## src/rtl/pong_field_engine.sv

```systemverilog
// Frame-synchronous ball/paddle state for the Pong display path: paddles, ball bounces, points, serve.
// Define PONG_SCORE_EN to add p1_score/p2_score, the WIN_SCORE parameter and the GAMEOVER state.
module pong_field_engine #(
    parameter int COORD_W      = 11,
    parameter int SCREEN_W     = 640,
    parameter int SCREEN_H     = 480,
    parameter int PADDLE_H     = 64,
    parameter int PADDLE_W     = 8,
    parameter int BALL_SIZE    = 8,
    parameter int P1_X         = 16,
    parameter int P2_X         = 616,
    parameter int PADDLE_SPEED = 4,
    parameter int BALL_SPEED   = 2,
    parameter int HOLD_FRAMES  = 60
`ifdef PONG_SCORE_EN
    , parameter int WIN_SCORE  = 9
`endif
) (
    input  logic               clock,
    input  logic               reset,
    input  logic               frame_tick,
    input  logic               p1_up,
    input  logic               p1_down,
    input  logic               p2_up,
    input  logic               p2_down,
    input  logic               serve,
    output logic [COORD_W-1:0] ball_x,
    output logic [COORD_W-1:0] ball_y,
    output logic [COORD_W-1:0] p1_y,
    output logic [COORD_W-1:0] p2_y,
    output logic [1:0]         state,
    output logic               point_p1,
    output logic               point_p2
`ifdef PONG_SCORE_EN
    , output logic [3:0]       p1_score
    , output logic [3:0]       p2_score
`endif
);
    localparam int W     = COORD_W + 1;
    localparam int CNT_W = $clog2(HOLD_FRAMES + 1);
    typedef logic [W-1:0]       wide_t;
    typedef logic [COORD_W-1:0] coord_t;

    localparam coord_t BALL_X0 = coord_t'((SCREEN_W - BALL_SIZE) / 2);
    localparam coord_t BALL_Y0 = coord_t'((SCREEN_H - BALL_SIZE) / 2);
    localparam coord_t PAD_Y0  = coord_t'((SCREEN_H - PADDLE_H) / 2);
    localparam wide_t  PS      = wide_t'(PADDLE_SPEED);
    localparam wide_t  PAD_MAX = wide_t'(SCREEN_H - PADDLE_H);
    localparam wide_t  BS      = wide_t'(BALL_SPEED);
    localparam wide_t  BSZ     = wide_t'(BALL_SIZE);
    localparam wide_t  PH      = wide_t'(PADDLE_H);
    localparam wide_t  Y_MAX   = wide_t'(SCREEN_H - BALL_SIZE);
    localparam wide_t  X_EDGE  = wide_t'(SCREEN_W);
    localparam wide_t  R_FACE  = wide_t'(P2_X);
    localparam wide_t  L_FACE  = wide_t'(P1_X + PADDLE_W);
    localparam logic [CNT_W-1:0] HOLD_LAST = CNT_W'(HOLD_FRAMES - 1);

    typedef enum logic [1:0] {IDLE = 2'd0, PLAY = 2'd1, SCORED = 2'd2, GAMEOVER = 2'd3} state_t;

    state_t           st;
    logic             dx_neg, dy_neg;
    logic [CNT_W-1:0] hold_cnt;

    coord_t nx, ny;
    logic   ndx, ndy, ov1, ov2, r_cross, l_cross, hit_r, hit_l, miss_r, miss_l;
    logic   win_p1, win_p2;
    wide_t  bxw, byw, p1w, p2w;

    assign state = st;

    function automatic coord_t paddle_next(input coord_t y, input logic up, input logic dn);
        wide_t yw;
        yw = wide_t'(y);
        if (up && !dn) begin
            if (yw < PS) return '0;
            return coord_t'(yw - PS);
        end
        if (dn && !up) begin
            if (yw + PS > PAD_MAX) return coord_t'(PAD_MAX);
            return coord_t'(yw + PS);
        end
        return y;
    endfunction

    // Next ball position, resolved y first then x, all from pre-tick registers.
    always_comb begin
        bxw = wide_t'(ball_x);
        byw = wide_t'(ball_y);
        p1w = wide_t'(p1_y);
        p2w = wide_t'(p2_y);

        if (dy_neg) begin
            if (byw < BS) begin ny = '0; ndy = 1'b0; end
            else          begin ny = coord_t'(byw - BS); ndy = 1'b1; end
        end else if (byw + BS > Y_MAX) begin
            ny = coord_t'(Y_MAX); ndy = 1'b1;
        end else begin
            ny = coord_t'(byw + BS); ndy = 1'b0;
        end

        ov1     = (byw + BSZ > p1w) && (byw < p1w + PH);
        ov2     = (byw + BSZ > p2w) && (byw < p2w + PH);
        r_cross = !dx_neg && (bxw + BSZ <= R_FACE) && (bxw + BSZ + BS > R_FACE);
        l_cross =  dx_neg && (bxw >= L_FACE) && (bxw < L_FACE + BS);
        hit_r   = r_cross && ov2;
        hit_l   = l_cross && ov1;
        // A ball crossing a paddle face without overlap is lost on that frame.
        miss_r  = (r_cross && !ov2) || (!hit_r && (bxw + BSZ + BS > X_EDGE));
        miss_l  = (l_cross && !ov1) || (!hit_l && (bxw < BS));

        ndx = dx_neg;
        if (hit_r) begin
            nx = coord_t'(R_FACE - BSZ); ndx = 1'b1;
        end else if (hit_l) begin
            nx = coord_t'(L_FACE); ndx = 1'b0;
        end else if (dx_neg) begin
            nx = (bxw < BS) ? '0 : coord_t'(bxw - BS);
        end else begin
            nx = coord_t'(bxw + BS);
        end

`ifdef PONG_SCORE_EN
        win_p1 = (p1_score == 4'(WIN_SCORE - 1));
        win_p2 = (p2_score == 4'(WIN_SCORE - 1));
`else
        win_p1 = 1'b0;
        win_p2 = 1'b0;
`endif
    end

    always_ff @(posedge clock or posedge reset) begin
        if (reset) begin
            st       <= IDLE;
            ball_x   <= BALL_X0;
            ball_y   <= BALL_Y0;
            p1_y     <= PAD_Y0;
            p2_y     <= PAD_Y0;
            dx_neg   <= 1'b0;
            dy_neg   <= 1'b0;
            hold_cnt <= '0;
            point_p1 <= 1'b0;
            point_p2 <= 1'b0;
`ifdef PONG_SCORE_EN
            p1_score <= '0;
            p2_score <= '0;
`endif
        end else begin
            point_p1 <= 1'b0;
            point_p2 <= 1'b0;
            if (frame_tick) begin
                p1_y <= paddle_next(p1_y, p1_up, p1_down);
                p2_y <= paddle_next(p2_y, p2_up, p2_down);
            end
            case (st)
                IDLE: begin
                    ball_x <= BALL_X0;
                    ball_y <= BALL_Y0;
                    if (serve) st <= PLAY;
                end
                PLAY: if (frame_tick) begin
                    if (miss_r || miss_l) begin
                        // Next serve heads toward whoever conceded.
                        point_p1 <= miss_r;
                        point_p2 <= !miss_r;
                        dx_neg   <= !miss_r;
                        dy_neg   <= 1'b0;
`ifdef PONG_SCORE_EN
                        if (miss_r) p1_score <= p1_score + 4'd1;
                        else        p2_score <= p2_score + 4'd1;
`endif
                        if (miss_r ? win_p1 : win_p2) begin
                            st     <= GAMEOVER;
                            ball_x <= BALL_X0;
                            ball_y <= BALL_Y0;
                        end else begin
                            st <= SCORED;
                        end
                    end else begin
                        ball_x <= nx;
                        ball_y <= ny;
                        dx_neg <= ndx;
                        dy_neg <= ndy;
                    end
                end
                SCORED: if (frame_tick) begin
                    if (hold_cnt == HOLD_LAST) begin
                        hold_cnt <= '0;
                        ball_x   <= BALL_X0;
                        ball_y   <= BALL_Y0;
                        st       <= IDLE;
                    end else begin
                        hold_cnt <= hold_cnt + 1'b1;
                    end
                end
                GAMEOVER: begin
`ifdef PONG_SCORE_EN
                    if (serve) begin
                        p1_score <= '0;
                        p2_score <= '0;
                        st       <= IDLE;
                    end
`else
                    st <= IDLE;
`endif
                end
                default: st <= IDLE;
            endcase
        end
    end
endmodule

```

## config.mk

```make
export PLATFORM = sky130hd
export DESIGN_NAME = pong_field_engine
export DESIGN_NICKNAME = d
export VERILOG_FILES = /design/src/rtl/pong_field_engine.sv
export SDC_FILE = /design/constraint.sdc
export NUM_CORES = 1
export LEC_CHECK = 0
export ABC_AREA = 0
export CAP_MARGIN = 15
export CORE_MARGIN = 10
export CORE_UTILIZATION = 40
export CTS_CLUSTER_DIAMETER = 50
export DETAILED_ROUTE_END_ITERATION = 8
export GPL_TIMING_DRIVEN = 0
export PLACE_DENSITY = 0.69
export SYNTH_ARGS = -nofsm -noshare
export SYNTH_HDL_FRONTEND = slang
export SYNTH_SLANG_ARGS = --single-unit
export TNS_END_PERCENT = 10
```

## constraint.sdc

```tcl
create_clock -name clock -period 6.6 [get_ports clock]
set_clock_uncertainty 0.1 [all_clocks]
set_input_delay 1.32 -clock clock [delete_from_list [all_inputs] [get_ports clock]]
set_output_delay 1.32 -clock clock [all_outputs]
set_load 0.02 [all_outputs]
```

==> summary.txt, run 1 <==
Clocking
  – Cts hold-fix bufs: 0
  – Longest Clk Path Bufs: 2
  – # resized after CTS: 0
  – CTS tree: yes
  – Worst skew pair latency: 0.31 ns
  – Clk sinks: 54
  – CTS Buf Count: 5
  – Post-CTS setup buffers: 0
  – CTS clk-pin slew, worst paths: 0.08 ns
  – H-tree levels: 2
  – CTS root buf: clkbuf_16

Worst hold path
  – Hold Path Sink: hold_cnt[4]
  – Worst Hold Depth: 1
  – Worst Hold Launch: hold_cnt[4]
  – Hold Path Class: flip-flop to flip-flop

Job
  – Max Cap Viol: 0

Global route
  – Largest net degree at the start of global routing: 33
  – Grt total ovfl: 0
  – First-pass GRT wire length: 27.6 mm
  – Total GRT Usage: 16.5%
  – Vias in the first global route: 5387
  – Initial antenna violation count: 1

Die
  – Chip Height: 141 microns
  – # rows: 44
  – Initial core utilization: 40.5%
  – Area of the core: 14400 sq um
  – Die area: 19800 sq um
  – Chip Width: 141 microns
  – IO Pins: 56

Synthesis
  – Number of synthesized register bits: 54
  – Post-synth top area share: 16.4%
  – Avg Inst Size Synth: 7.86 sq um
  – Synth Flop Type: dfrtp_1
  – Syn Inst Count: 740
  – Cell Area, Synth: 5820 sq um
  – Top post-synthesis cells by area: dfrtp_1 (16%), ha_1 (13%), dfstp_2 (7.2%), xnor2_1 (4.4%), nand2_1 (4.1%)
  – Post-synth cell types: 74
  – YS warnings: 0
  – Async set-or-reset flop fraction in the synthesized netlist: 100%
  – Number of synthesized flops with an enable pin: 0
  – Largest area contributor in the netlist: dfrtp_1
  – Sequential share of the synthesized area: 23.6%

Critical path
  – Crit path DAT: 4.70 ns
  – Crit path max-delay cell type: dfstp_2
  – CP Data Required Time: 6.72 ns
  – Reg-to-reg startpoint: ball_y[5]
  – CP Launch Type: flip-flop
  – Reg2reg setup slack: 2.02 ns
  – Crit end category: flip-flop
  – R2R depth: 16
  – Crit path cell chain: clkbuf_1 -> clkbuf_1 -> and3_1 -> nand3_1 -> xnor2_1 -> ha_1 -> and4_1 -> nand3_1 -> o22ai_1 -> a21oi_1 -> and3_1 -> o221ai_2 -> a211oi_4 -> nor2_2 -> buf_4 -> o221ai_1
  – CP Class: flip-flop to flip-flop
  – Reg2reg end: ball_y[5]
  – Worst Path Max Fanout: 10
  – Crit-path max cell delay: 0.58 ns

Placement
  – Dpl hpwl: 13.0 mm
  – Routability Congestion: 0.913
  – IO buf count: 53

Timing
  – RSZ-0062 raised after global routing: no
  – Hold slack: 0.430 ns
  – Slew Viols, Final: 0
  – Rel. slew slack: 50.6%
  – Setup TNS: 0 ns
  – F_max: 218 MHz
  – Final Hold Viols: 0
  – Fin crit share: 69.5%
  – Final setup vio count: 0
  – Worst-margin pin slew: 0.738 ns
  – Fin crit period: 4.58 ns

Pwr
  – Final Power: 3.11 mW
  – Peak VDD IR: 0.211 mV
  – Pwr per Cell Area: 461 nW/um^2
  – Leakage power: 2.77 nW

Route
  – Routed wire per std cell: 17.0 microns
  – Vias: 5749
  – DRC viols: 0
  – ANT nets after route: 0
  – Drt initial violations: 525
  – DRT Pass-1 Iters: 5
  – Vias per std cell: 5.82
  – Final wirelength: 16.8 mm

Finish
  – Number of fill cells: 1425
  – Final #Nets: 871
  – Layout Area Growth over Synthesis: 15.9%
  – FF+latch area: 1370 sq um
  – Share of layout cells above drive strength 1: 7.22%
  – Multi-input gate area: 4100 sq um
  – # diodes: 0

Run status
  – Outcome: finished, final reports clean
[layout make-up]
type / count / share of cell area, %
clock inverters: 1 / 0.111
flip-flops and latches: 54 / 20.3
multi-input cells: 599 / 60.8
clock buffers: 7 / 1.97
well taps: 184 / 3.42
plain buffers: 38 / 2.39
inverters: 50 / 2.78
repair buffers: 54 / 8.17
[Yosys cell counts, types with 8 or more instances]
| master | n |
|---|---|
| ha_1 | 61 |
| o211ai_1 | 8 |
| nor2b_1 | 16 |
| nand3_1 | 40 |
| nand2_1 | 63 |
| o22ai_1 | 11 |
| nor3_1 | 17 |
| and3_1 | 9 |
| xor2_1 | 13 |
| a21oi_1 | 44 |
| o21ai_0 | 45 |
| xnor2_1 | 29 |
| nor4_1 | 8 |
| o31ai_1 | 8 |
| nand2b_1 | 9 |
| a211oi_1 | 8 |
| a22oi_1 | 8 |
| nand4_1 | 16 |
| dfrtp_1 | 38 |
| nor2_1 | 52 |
| clkbuf_1 | 27 |
| dfstp_2 | 16 |
| inv_1 | 50 |
| a31oi_1 | 12 |
[layer usage]
metal  wire length, microns  GRT usage, %
met4                    261          5.05
met3                    939          3.56
met5                      7             0
met1                   7780          21.7
met2                   7790          26.4
[power by group]
| part | internal, mW | switching (mW) |
|---|---|---|
| combinational | 0.905 | 1.29 |
| sequential | 0.467 | 0.173 |
| clock | 0.142 | 0.130 |
[cells in the final DEF (no fill, tap or decap), types with 7 or more instances in the layout]
cell type	n
a211oi_1	8
a21oi_1	44
a22oi_1	8
a31oi_1	12
and3_1	9
clkbuf_1	29
clkdlybuf4s50_1	53
dfrtp_1	38
dfstp_2	16
ha_1	61
inv_1	49
nand2_1	63
nand2b_1	9
nand3_1	40
nand4_1	16
nor2_1	52
nor2b_1	16
nor3_1	17
nor4_1	8
o211a_1	7
o211ai_1	8
o21ai_0	45
o22ai_1	11
o31ai_1	8
xnor2_1	29
xor2_1	13
[kinds of logic (layout without fill, tap and decap cells)]
family,after synthesis,count (layout),synth area share [%]
muxes,8,8,1.51
xor gates and xnor gates,42,42,6.33
and+or+nand+nor,262,262,22.7
DFF,54,54,23.6
AOI/OAI and AO/OA,224,224,26.7
adders and majority gates,61,61,13.1
other,1,2,0.0645
buffers and inverters,88,150,6.00
[flip-flops by register name, indices dropped and copies added, names as in the netlist]
register,count
hold_cnt,6
state,2
ball_x,10
p1_y,11
point_p1,1
dx_neg,1
dy_neg,1
ball_y,10
p2_y,11
point_p2,1
[stage by stage]
stage          cell area [sq um]  setup slack [ns]  util [%]  instances
2_1_floorplan               5820              2.77         -        741
3_3_place_gp                6580              2.13      45.8        978
3_5_place_dp                6600              2.14      45.9        979
4_1_cts                     6740              2.11      46.9        987
5_1_grt                     6740              1.70      46.9        987
6_report                    6740              2.02      46.9        987
[worst max-delay path: cells and delay by family (launching register included)]
kind | cells | cell delay (ns)
flops | 1 | 0.58
buf+inv | 3 | 0.98
compound gates | 5 | 1.25
simple gates | 6 | 0.95
fa+ha+maj | 1 | 0.32
xor+xnor | 1 | 0.31
[worst max-delay path by stage]
| stage | startpoint | endpoint | slack (ns) | cells after the start |
|---|---|---|---|---|
| floorplan | ball_x[4] | ball_y[10] | 2.77 | 14 |
| global placement | ball_y[5] | ball_y[5] | 2.13 | 16 |
| detailed placement | ball_y[5] | ball_y[5] | 2.14 | 16 |
| CTS | ball_y[5] | ball_y[5] | 2.11 | 16 |
| global route | ball_y[5] | ball_y[5] | 1.70 | 16 |
| finish | ball_y[5] | ball_y[5] | 2.02 | 16 |
Note: power is estimated with default switching activity, not from simulation.
==> run 2, diff against run 1 <==
clock period = 4.51 ns   (was 6.6 ns; I/O delays follow)
==> run 2 against run 1 <==
  * Cell count down 0.20%
  * Power up 46%
  * Clock power grew 45%
  * Largest cell class unchanged
  * Highest routed layer unchanged
==> summary.txt, run 2 (synthesized netlist as in run 1, its figures left out) <==
Clocking
  – CTS root buf: clkbuf_16
  – Cts hold-fix bufs: 0 (unchanged)
  – Clk sinks: 54 (unchanged)
  – H-tree levels: 2 (unchanged)
  – CTS tree: yes
  – Worst skew pair latency: 0.31 ns (about the same)
  – # resized after CTS: 0 (unchanged)
  – Longest Clk Path Bufs: 2 (unchanged)
  – Post-CTS setup buffers: 0 (unchanged)
  – CTS Buf Count: 5 (unchanged)
  – CTS clk-pin slew, worst paths: 0.08 ns (about the same)

Timing
  – Final WS setup: 0.249 ns (-1.77 ns)
  – F_max: 235 MHz (+7.6%)
  – Setup TNS: 0 ns (unchanged)
  – RSZ-0062 raised after global routing: no
  – Final setup vio count: 0 (unchanged)
  – Worst-margin pin slew: 0.731 ns (-0.00700 ns)
  – Fin crit share: 94.5% (+25 points)
  – Final Hold Viols: 0 (unchanged)
  – Slew Viols, Final: 0 (unchanged)
  – Fin crit period: 4.26 ns (-0.323 ns)
  – Rel. slew slack: 51.0% (+0.47 points)

Pwr
  – Peak VDD IR: 0.308 mV (+46%)
  – Net Sw Power: 2.33 mW (+46%)
  – Clk pwr share: 8.7% (about the same)
  – Int Power: 2.21 mW (+46%)
  – Gate power share: 70.3% (-0.3 points)
  – Pwr per Cell Area: 674 nW/um^2 (+46%)
  – Leakage power: 2.77 nW (about the same)
  – Switching Share: 51.2% (about the same)
  – Sequential power share: 21.0% (+0.4 points)

Job
  – Max Cap Viol: 0 (unchanged)

Critical path
  – CP Launch Point: ball_y[6]
  – Reg2reg setup slack: 0.25 ns (-1.77 ns)
  – Crit path max-delay cell type: dfstp_2
  – Crit path cell chain: clkbuf_1 -> and3_1 -> nand3_1 -> xnor2_1 -> ha_1 -> and4_1 -> nand3_1 -> o22ai_1 -> a21oi_1 -> and3_1 -> o221ai_2 -> a211oi_4 -> nor2_2 -> buf_4 -> o221ai_1
  – Crit-path leading delay family: compound AO/OA/AOI/OAI gates
  – WP depth: 15 (-1)
  – R2R depth: 15 (-1)
  – CP Launch Type: flip-flop
  – CP Class: flip-flop to flip-flop
  – Worst Path Max Fanout: 10 (unchanged)
  – CP Data Required Time: 4.62 ns (-2.10 ns)
  – Crit-path max cell delay: 0.60 ns (+0.02 ns)
  – Reg-to-reg startpoint: ball_y[6]
  – Reg2reg end: ball_y[5]
  – Critical path buffers and inverters: 2 (-1)
  – Crit end category: flip-flop
  – Crit path DAT: 4.37 ns (-0.33 ns)
  – CP endpoint: ball_y[5]

Route
  – ANT nets after route: 0 (unchanged)
  – Routed wire per std cell: 17.0 microns (-0.19%)
  – Vias: 5716 (-0.57%)
  – Final wirelength: 16.7 mm (-0.39%)
  – DRC viols: 0 (unchanged)
  – Vias per std cell: 5.80 (-0.37%)
  – DRT Pass-1 Iters: 5 (unchanged)
  – Drt initial violations: 534 (+1.7%)

Placement
  – Placed instance count: 979 (unchanged)
  – Place WS: 0.0549 ns (-2.09 ns)
  – IO buf count: 53 (unchanged)
  – Routability Congestion: 0.913 (unchanged)
  – Dpl hpwl: 13.0 mm (unchanged)

Global route
  – Initial antenna violation count: 1 (unchanged)
  – Vias in the first global route: 5387 (unchanged)
  – First-pass GRT wire length: 27.6 mm (unchanged)
  – Largest net degree at the start of global routing: 33 (unchanged)
  – Grt total ovfl: 0 (unchanged)
  – Total GRT Usage: 16.5% (unchanged)

Finish
  – Commonest cells after routing, fill and taps aside: nand2_1 (63), ha_1 (61), clkdlybuf4s50_1 (53)
  – Commonest non-fill, non-tap cell in the layout: nand2_1
  – Finished Layout Cells: 985 (-0.20%)
  – Share of layout cells above drive strength 1: 7.62% (+0.39 points)
  – # diodes: 0 (unchanged)
  – Largest regs: p1_y (11), p2_y (11)
  – Layout Area Growth over Synthesis: 15.9% (about the same)
  – Number of fill cells: 1426 (+0.070%)
  – Final #Nets: 869 (-0.23%)

Die
  – Initial core utilization: 40.5% (unchanged)
  – Die area: 19800 sq um (unchanged)
  – # rows: 44 (unchanged)
  – IO Pins: 56 (unchanged)
  – Chip Width: 141 microns (unchanged)
  – Chip Height: 141 microns (unchanged)
  – Area of the core: 14400 sq um (unchanged)

Run status
  – Outcome: finished, final reports clean

Worst hold path
  – Hold Path Class: flip-flop to flip-flop
-- run 2: cell types whose count changed in the layout (fill, tap and decap cells not counted) --
cell | before | now
clkbuf_1 | 29 | 25
nor2_2 | 1 | 2
clkbuf_2 | 0 | 2
nor2_1 | 52 | 51
-- run 2: how the worst min path moves through the flow --
stage,endpoint,start,cells after the start
2_1_floorplan,hold_cnt[4],hold_cnt[4],1
3_3_place_gp,hold_cnt[4],hold_cnt[4],1
3_5_place_dp,hold_cnt[4],hold_cnt[4],1
4_1_cts,hold_cnt[4],hold_cnt[4],1
5_1_grt,hold_cnt[4],hold_cnt[4],1
6_report,hold_cnt[4],hold_cnt[4],1
-- run 2: cell type report --
class | instances | area (sq um) | area share [%]
multi-input cells | 599 | 4100 | 60.9
flip-flops and latches | 54 | 1370 | 20.4
repair buffers | 54 | 551 | 8.17
well taps | 184 | 230 | 3.42
inverters | 50 | 188 | 2.79
plain buffers | 36 | 156 | 2.32
clock buffers | 7 | 133 | 1.97
clock inverters | 1 | 7.51 | 0.111
-- run 2: power by group through the flow --
stage | sequential (mW) | combinational [mW] | clock [mW]
finish | 0.953 | 3.19 | 0.394
global route | 0.992 | 3.56 | 0.428
CTS | 0.939 | 3.19 | 0.411
detailed placement | 0.943 | 3.17 | 0
global placement | 0.942 | 3.15 | 0
floorplan | 1.03 | 2.13 | 0
-- run 2: metrics by stage --
step / util, % / power (mW) / instance area [sq um] / hold WS [ns]
after floorplan: - / 3.16 / 5820 / 0.380
after global placement: 45.8 / 4.09 / 6580 / 0.413
after detailed placement: 45.9 / 4.12 / 6600 / 0.425
after CTS: 46.9 / 4.54 / 6740 / 0.433
after global routing: 46.9 / 4.98 / 6740 / 0.443
final: 46.9 / 4.54 / 6740 / 0.430
-- run 2: routing by layer --
metal,vias up,GRT usage (%),wire length (microns)
li1,2854,-,-
met1,2702,21.7,7830
met2,140,26.4,7720
met3,18,3.56,876
met4,2,5.05,276
met5,-,0,7
